**src/rtl/param_stack_pkg.sv**
```systemverilog
// Shared definitions for the parametrised LIFO stack.
// Op encoding and default geometry used by RTL and bench.
package param_stack_pkg;

  localparam int DEF_WIDTH = 16;
  localparam int DEF_DEPTH = 8;

  typedef enum logic [1:0] {
    OP_IDLE = 2'b00,
    OP_POP  = 2'b01,
    OP_PUSH = 2'b10,
    OP_REPL = 2'b11
  } op_e;

endpackage

```
**src/rtl/stack_regfile.sv**
```systemverilog
// Stack storage: one write port, one async read port.
// No reset; contents are masked by the stack when empty.
module stack_regfile #(
  parameter int WIDTH = 16,
  parameter int DEPTH = 8,
  localparam int AW = $clog2(DEPTH)
) (
  input  logic             clk,
  input  logic             we,
  input  logic [AW-1:0]    waddr,
  input  logic [WIDTH-1:0] wdata,
  input  logic [AW-1:0]    raddr,
  output logic [WIDTH-1:0] rdata
);

  logic [WIDTH-1:0] mem [DEPTH];

  always_ff @(posedge clk) begin
    if (we) mem[waddr] <= wdata;
  end

  assign rdata = mem[raddr];

endmodule

```
**src/rtl/param_stack.sv**
```systemverilog
// Parametrised LIFO stack with status, replace-top,
// synchronous clear and sticky overflow/underflow flags.
module param_stack
  import param_stack_pkg::*;
#(
  parameter int WIDTH = DEF_WIDTH,
  parameter int DEPTH = DEF_DEPTH,
  localparam int CNT_W = $clog2(DEPTH + 1)
) (
  input  logic             clk,
  input  logic             reset,
  input  logic             push,
  input  logic             pop,
  input  logic             clear,
  input  logic [WIDTH-1:0] value_in,
  output logic [WIDTH-1:0] value_out,
  output logic [CNT_W-1:0] count,
  output logic             empty,
  output logic             full,
  output logic             overflow,
  output logic             underflow
);

  localparam int AW = $clog2(DEPTH);

  op_e              op;
  logic [CNT_W-1:0] cnt_q, cnt_d, cnt_m1;
  logic             ovf_q, ovf_d;
  logic             unf_q, unf_d;
  logic             we;
  logic [AW-1:0]    waddr;
  logic [AW-1:0]    top;
  logic [WIDTH-1:0] rdata;

  assign op     = op_e'({push, pop});
  assign cnt_m1 = cnt_q - 1'b1;
  assign top    = AW'(cnt_m1);
  assign empty  = (cnt_q == '0);
  assign full   = (cnt_q == CNT_W'(DEPTH));

  always_comb begin
    cnt_d = cnt_q;
    ovf_d = ovf_q;
    unf_d = unf_q;
    we    = 1'b0;
    waddr = top;
    unique case (op)
      OP_PUSH: begin
        if (full) begin
          ovf_d = 1'b1;
        end else begin
          we    = 1'b1;
          waddr = AW'(cnt_q);
          cnt_d = cnt_q + 1'b1;
        end
      end
      OP_POP: begin
        if (empty) unf_d = 1'b1;
        else       cnt_d = cnt_m1;
      end
      OP_REPL: begin
        we = 1'b1;
        if (empty) begin
          waddr = '0;
          cnt_d = CNT_W'(1);
        end
      end
      OP_IDLE: ;
    endcase
  end

  always_ff @(posedge clk) begin
    if (!reset) begin
      cnt_q <= '0;
      ovf_q <= 1'b0;
      unf_q <= 1'b0;
    end else if (clear) begin
      cnt_q <= '0;
      ovf_q <= 1'b0;
      unf_q <= 1'b0;
    end else begin
      cnt_q <= cnt_d;
      ovf_q <= ovf_d;
      unf_q <= unf_d;
    end
  end

  // Suppress the write when the edge is flushing the stack.
  stack_regfile #(
    .WIDTH (WIDTH),
    .DEPTH (DEPTH)
  ) u_rf (
    .clk   (clk),
    .we    (we & reset & ~clear),
    .waddr (waddr),
    .wdata (value_in),
    .raddr (top),
    .rdata (rdata)
  );

  assign value_out = empty ? '0 : rdata;
  assign count     = cnt_q;
  assign overflow  = ovf_q;
  assign underflow = unf_q;

endmodule

```
**config.mk**
```make
export PLATFORM = sky130hd
export DESIGN_NAME = param_stack
export DESIGN_NICKNAME = d
export VERILOG_FILES = /design/src/rtl/param_stack_pkg.sv /design/src/rtl/stack_regfile.sv /design/src/rtl/param_stack.sv
export SDC_FILE = /design/constraint.sdc
export NUM_CORES = 1
export LEC_CHECK = 0
export ABC_AREA = 0
export CAP_MARGIN = 20
export CORE_UTILIZATION = 35
export DETAILED_ROUTE_END_ITERATION = 8
export PLACE_DENSITY = 0.63
export SLEW_MARGIN = 20
export SYNTH_ARGS = -nofsm -noshare
export SYNTH_HDL_FRONTEND = slang
export SYNTH_SLANG_ARGS = --single-unit
```
**constraint.sdc**
```tcl
create_clock -name clk -period 4.3 [get_ports clk]
set_input_delay 0.43 -clock clk [delete_from_list [all_inputs] [get_ports clk]]
set_output_delay 0.43 -clock clk [all_outputs]
set_load 0.02 [all_outputs]
```
==> impl_metrics.toml, run 1 <==
[synth]
synthDominantCellAreaShare = 0.7007
syn_area_per_cell_sq_um = 18.10
synthTopCellsByArea = "edfxtp_1 70%, mux4_2 13%, nand2_1 2.6%"
yosysUniqueCellTypes = 36
yosysTopAreaCell = "edfxtp_1"
synth-seq-area-share = 0.7226
ys_ff_latch = 134
yosys_warnings = 0
syn_inst = 303
netlist_area_sq_um = 5485
synthesis.nets = 327

[placed_design]
placed_area_sq_um = 6232
place_congestion = 0.8031
port-buffer-count = 44
place_hpwl_microns = 6672

[critical_path]
critPathCaptureType = "output pin"
r2r-start = "count[1]"
crit_start = "count[1]"
rrSetupSlack_ps = 790
critPathKind = "flop to output pin"
crit_arrival_ps = 3140
cp_max_fo = 16
reg2reg_depth = 8
required_ps = 3870
reg2reg_to = "u_rf.mem[3][7]"
start_kind = "flop"

[floorplan]
rows = 45
die_area_sq_um = 16180
fp.dieW_microns = 127.2
die_h_microns = 127.2
core_sq_um = 15260
start_util = 0.3595
pin_count = 45

[timing]
finalSetupViolations = 0
hold_viol = 0
slew_violations = 0
tns_ps = 0
fin_worst_skew_ps = 10.76
layout_worst_path_cycle_share = 0.8297
period_needed_ps = 3568
worstMarginPinSlew_ps = 926.2
relSlewSlack = 0.3820
rsz0062_at_grt = "no"
max_freq_mhz = 280.3

[finish]
fin_nets = 388
area_delta_synth_final_pct = 23.56
finish.instance_area_sq_um = 6778
layout-drive-gt1-share = 0.2314
antenna_cells = 0

[global_route]
grt_overflow_total = 0
track_usage = 0.1470
grt_pass1_wl_microns = 17410
grt_pass1_vias = 3045
grt_max_degree = 43
antenna_found_initial = 0

[detailed_routing]
drt_iter0_drc = 250
routed_via_density = 4.903
wl_per_cell_microns = 18.52
drc = 0
ant_nets = 0
postRouteWirelength_microns = 10870
first_pass_iters = 4
via_count = 2878

[power_and_ir_drop]
power_mw = 3.101
vdd_drop_max_v = 0.0002776
p_leak_nw = 2.148
p_per_area_nw_per_um2 = 457.5

[cts]
cts_setup_buffers = 0
numCtsBuffers = 17
ctsHoldBuffers = 0
cts_sinks = 134
cts.reportedPaths.clkPinSlew_ps = 50
clk_latency_ps = 400
ctsResizeCount = 0
h-tree-depth = 4
cts_tree = "yes"
cts.path.max_buffers = 2
clockRootBuffer = "clkbuf_16"

[outcome]
status = "finished clean"

[hold_path]
hold_start = "overflow"
whs_path_depth = 2
hold_path_class = "flop to flop"
holdPathEnd = "overflow"

[flow_run]
cap_violations = 0
[state kept, by name, indices dropped and copies added (netlist names)]
register   flops
overflow       1
u_rf.mem     128
underflow      1
count          4
[synth_stat cells, drive strengths merged]
library cell	number
a22o	1
a311oi	2
xor2	3
clkbuf	1
nand3b	1
xnor2	1
dfxtp	6
nor3	11
o2111ai	1
o21a	1
nand4	2
mux2i	2
nand3	4
mux2	1
inv	3
nor2	4
or2	1
mux4	32
edfxtp	128
o22ai	1
and4	1
a21oi	24
a311o	1
a22oi	1
nor2b	5
buf	15
ha	3
nor3b	1
nand2	38
nand4bb	1
nand2b	6
o41ai	1
[worst max-delay path, cell delays in order (launching register included)]
cell and delay (ps):
dfxtp_1 490, inv_1 100, ha_1 300, xor2_2 760, nand2_1 150, a21oi_1 270, clkdlybuf4s50_1 660
[per-stage QoR]
step | hold slack [ps] | utilization | std cells | worst slack, ps
after floorplan | 528.9 | - | 303 | 944.0
after global routing | 518.1 | 0.4442 | 587 | 458.7
after detailed placement | 476.2 | 0.4084 | 556 | 835.5
after CTS | 491.0 | 0.4442 | 587 | 661.9
after global placement | 461.8 | 0.4084 | 556 | 982.2
final | 484.8 | 0.4442 | 587 | 732.2
[cell type report]
class,instances,area (sq um)
Clock buffer,19,432.9
Clock inverter,12,112.6
Fill cell,1327,8481
Inverter,3,11.26
Multi-Input combinational cell,150,1446
Sequential cell,134,3965
Tap cell,211,264.0
Timing Repair Buffer,58,545.5
[where the power goes]
part	leakage [nW]	total, mW	internal, mW	switching [mW]
logic	0.688	0.322	0.138	0.184
registers	1.20	1.45	1.45	0.00671
clock network	0.259	1.32	0.837	0.487
[worst max-delay path by stage]
stage / endpoint / slack [ps] / depth (start not counted)
floorplan: u_rf.mem[0][0] / 940 / 10
global placement: u_rf.mem[3][10] / 980 / 8
detailed placement: u_rf.mem[3][8] / 840 / 8
CTS: value_out[6] / 660 / 6
global route: value_out[5] / 460 / 6
finish: value_out[5] / 730 / 6
[metal layers]
layer  global-route usage  share of wire
met1               0.1891           0.44
met2               0.2463           0.52
met3              0.03350          0.035
met4              0.05042         0.0043
met5                    0              0
[placed cells by master, fill, tap and decap left out, drive strengths merged]
master / synthesis / routed
nor2b: 5 / 5
clkbuf: 1 / 19
a22o: 1 / 1
mux2: 1 / 1
mux2i: 2 / 2
nand4: 2 / 2
edfxtp: 128 / 128
nor2: 4 / 4
buf: 15 / 14
and4: 1 / 1
o21a: 1 / 1
a21oi: 24 / 24
o22ai: 1 / 1
a311oi: 2 / 2
o41ai: 1 / 1
clkinvlp: 0 / 3
nand3: 4 / 4
nand4bb: 1 / 1
nand2b: 6 / 6
nor3: 11 / 11
xor2: 3 / 3
or2: 1 / 1
inv: 3 / 3
clkdlybuf4s50: 0 / 44
xnor2: 1 / 1
a311o: 1 / 1
ha: 3 / 3
o2111ai: 1 / 1
dfxtp: 6 / 6
mux4: 32 / 32
nor3b: 1 / 1
nand2: 38 / 38
clkinv: 0 / 7
bufinv: 0 / 2
a22oi: 1 / 1
nand3b: 1 / 1
[logic make-up (layout without fill, tap and decap cells)]
logic type                 after synthesis  count (layout)  synth area share
AOI/OAI and AO/OA                       33              33           0.03673
xor gates and xnor gates                 4               4          0.009126
adders and majority gates                3               3          0.006844
buffers and inverters                   19              92           0.02099
DFF                                    134             134            0.7226
muxes                                   35              35            0.1371
and+or+nand+nor                         75              75           0.06661
Power figures use the tool's default switching activity.
==> run 2, diff against run 1 <==
- clock period: 4.3 -> 3.3 ns (I/O delays scaled with it)
==> run 2 against run 1 <==
Net effect: highest routed layer unchanged; largest cell class unchanged; register-to-register slack got worse by 160 ps; worst hold slack got worse by 13 ps; final area increased by 1.7%.
==> impl_metrics.toml, run 2 (synthesized netlist as in run 1, its figures left out) <==
[timing]
layout_setup_ws_ps = 201.8
period_needed_ps = 3098
max_freq_mhz = 322.8
finalSetupViolations = 0
layout_worst_path_cycle_share = 0.9389
slew_violations = 0
fin_worst_skew_ps = 5.499
holdWs_ps = 472.3
hold_viol = 0
relSlewSlack = 0.4129
tns_ps = 0
worstMarginPinSlew_ps = 874.7
rsz0062_at_grt = "no"

[detailed_routing]
drc = 0
first_pass_iters = 4
drt_iter0_drc = 256
wl_per_cell_microns = 18.74
postRouteWirelength_microns = 11210
routed_via_density = 4.935
ant_nets = 0
via_count = 2951

[finish]
regMostFlops = "u_rf.mem"
fin_nets = 398
layout-drive-gt1-share = 0.2481
area_delta_synth_final_pct = 25.71
largest_reg_flops = 128
layout_commonest_cell = "edfxtp_1"
final_cells = 598
antenna_cells = 0
layout_common_cells = "128 x edfxtp_1, 44 x clkdlybuf4s50_1, 38 x nand2_1, 32 x mux4_2, 24 x a21oi_1"

[cts]
ctsHoldBuffers = 0
numCtsBuffers = 17
cts_setup_buffers = 0
cts_sinks = 134
h-tree-depth = 4
cts.reportedPaths.clkPinSlew_ps = 60
cts.path.max_buffers = 2
clk_latency_ps = 410
cts_tree = "yes"
clockRootBuffer = "clkbuf_16"

[critical_path]
cp_slowest_cell = "clkdlybuf4s50_1"
critPathKind = "flop to output pin"
required_ps = 2970
slowest_delay_ps = 650
r2r-start = "count[1]"
path_depth = 7
reg2reg_to = "u_rf.mem[3][12]"
path_delay_family = "buffers and inverters"
critPathCaptureType = "output pin"
critPathBufInv = 3
reg2reg_depth = 8
start_kind = "flop"
crit_arrival_ps = 2770
critical_path.cell_chain = "inv_1, ha_1, buf_6, mux4_2, nand2_1, a21oi_1, clkdlybuf4s50_1"
rrSetupSlack_ps = 630
cp_max_fo = 22

[placed_design]
place_hpwl_microns = 7008
place_congestion = 0.8015
dp.cells = 566
port-buffer-count = 44
pre_cts_slack_ps = 560.7

[floorplan]
rows = 45
start_util = 0.3595
core_sq_um = 15260
fp.dieW_microns = 127.2
pin_count = 45
die_h_microns = 127.2
die_area_sq_um = 16180

[power_and_ir_drop]
p_per_area_nw_per_um2 = 602.7
vdd_drop_max_v = 0.0003835
p_leak_nw = 2.220

[global_route]
grt_overflow_total = 0
antenna_found_initial = 0
grt_max_degree = 43
track_usage = 0.1527
grt_pass1_vias = 3103
grt_pass1_wl_microns = 17730

[hold_path]
hold_start = "underflow"
whs_path_depth = 2
hold_path_class = "flop to flop"
holdPathEnd = "underflow"

[flow_run]
cap_violations = 0

[outcome]
status = "finished clean"
run 2: layout make-up:
type | instances | area, sq um
fill | 1325 | 8363
tap | 211 | 264.0
timing repair buffer | 68 | 636.9
multi-input combinational | 150 | 1446
inverter | 3 | 11.26
sequential | 134 | 3965
clock inverter | 12 | 135.1
clock buffer | 20 | 436.7
run 2: how the worst max path moves through the flow:
stage,from,endpoint,slack [ps]
after floorplan,count[0],u_rf.mem[0][0],-60
after global placement,count[1],value_out[15],600
after detailed placement,count[1],value_out[15],560
after CTS,count[1],value_out[15],90
after global routing,count[1],value_out[4],70
final,count[1],value_out[15],200
run 2: worst min-delay path: cells and delay by family (launching register included):
kind | cells | cell delay [ps]
AOI/OAI and AO/OA | 1 | 40
DFF | 1 | 330
and+or+nand+nor | 1 | 70
run 2: per-layer routing:
metal | wire length [microns] | global-route usage | share of wire | vias up
met5 | 0 | 0 | 0 | -
met4 | 95 | 0.06092 | 0.0085 | 0
met3 | 428 | 0.03894 | 0.038 | 8
met2 | 5597 | 0.2411 | 0.50 | 59
met1 | 5085 | 0.2031 | 0.45 | 1532
li1 | - | - | - | 1352
run 2: per-stage QoR:
| stage | cell area [sq um] | total power, mW | util |
|---|---|---|---|
| 2_1_floorplan | 5495 | 2.188 | - |
| 3_3_place_gp | 6320 | 2.365 | 0.4142 |
| 3_5_place_dp | 6320 | 2.371 | 0.4142 |
| 4_1_cts | 6892 | 4.197 | 0.4517 |
| 5_1_grt | 6895 | 4.303 | 0.4519 |
| 6_report | 6895 | 4.156 | 0.4519 |
run 2: what timing repair did:
| item | in CTS | in global routing |
|---|---|---|
| endpoints found under the setup margin | 0 | 2 |
| hold endpoints to repair | 0 | 0 |
| gates resized for setup | 0 | 1 |
run 2: report_power, final:
| group | leakage, nW | switching [mW] | total, mW | internal [mW] |
|---|---|---|---|---|
| sequential | 1.20 | 0.00905 | 1.90 | 1.89 |
| clock | 0.275 | 0.651 | 1.82 | 1.17 |
| combinational | 0.742 | 0.244 | 0.438 | 0.194 |
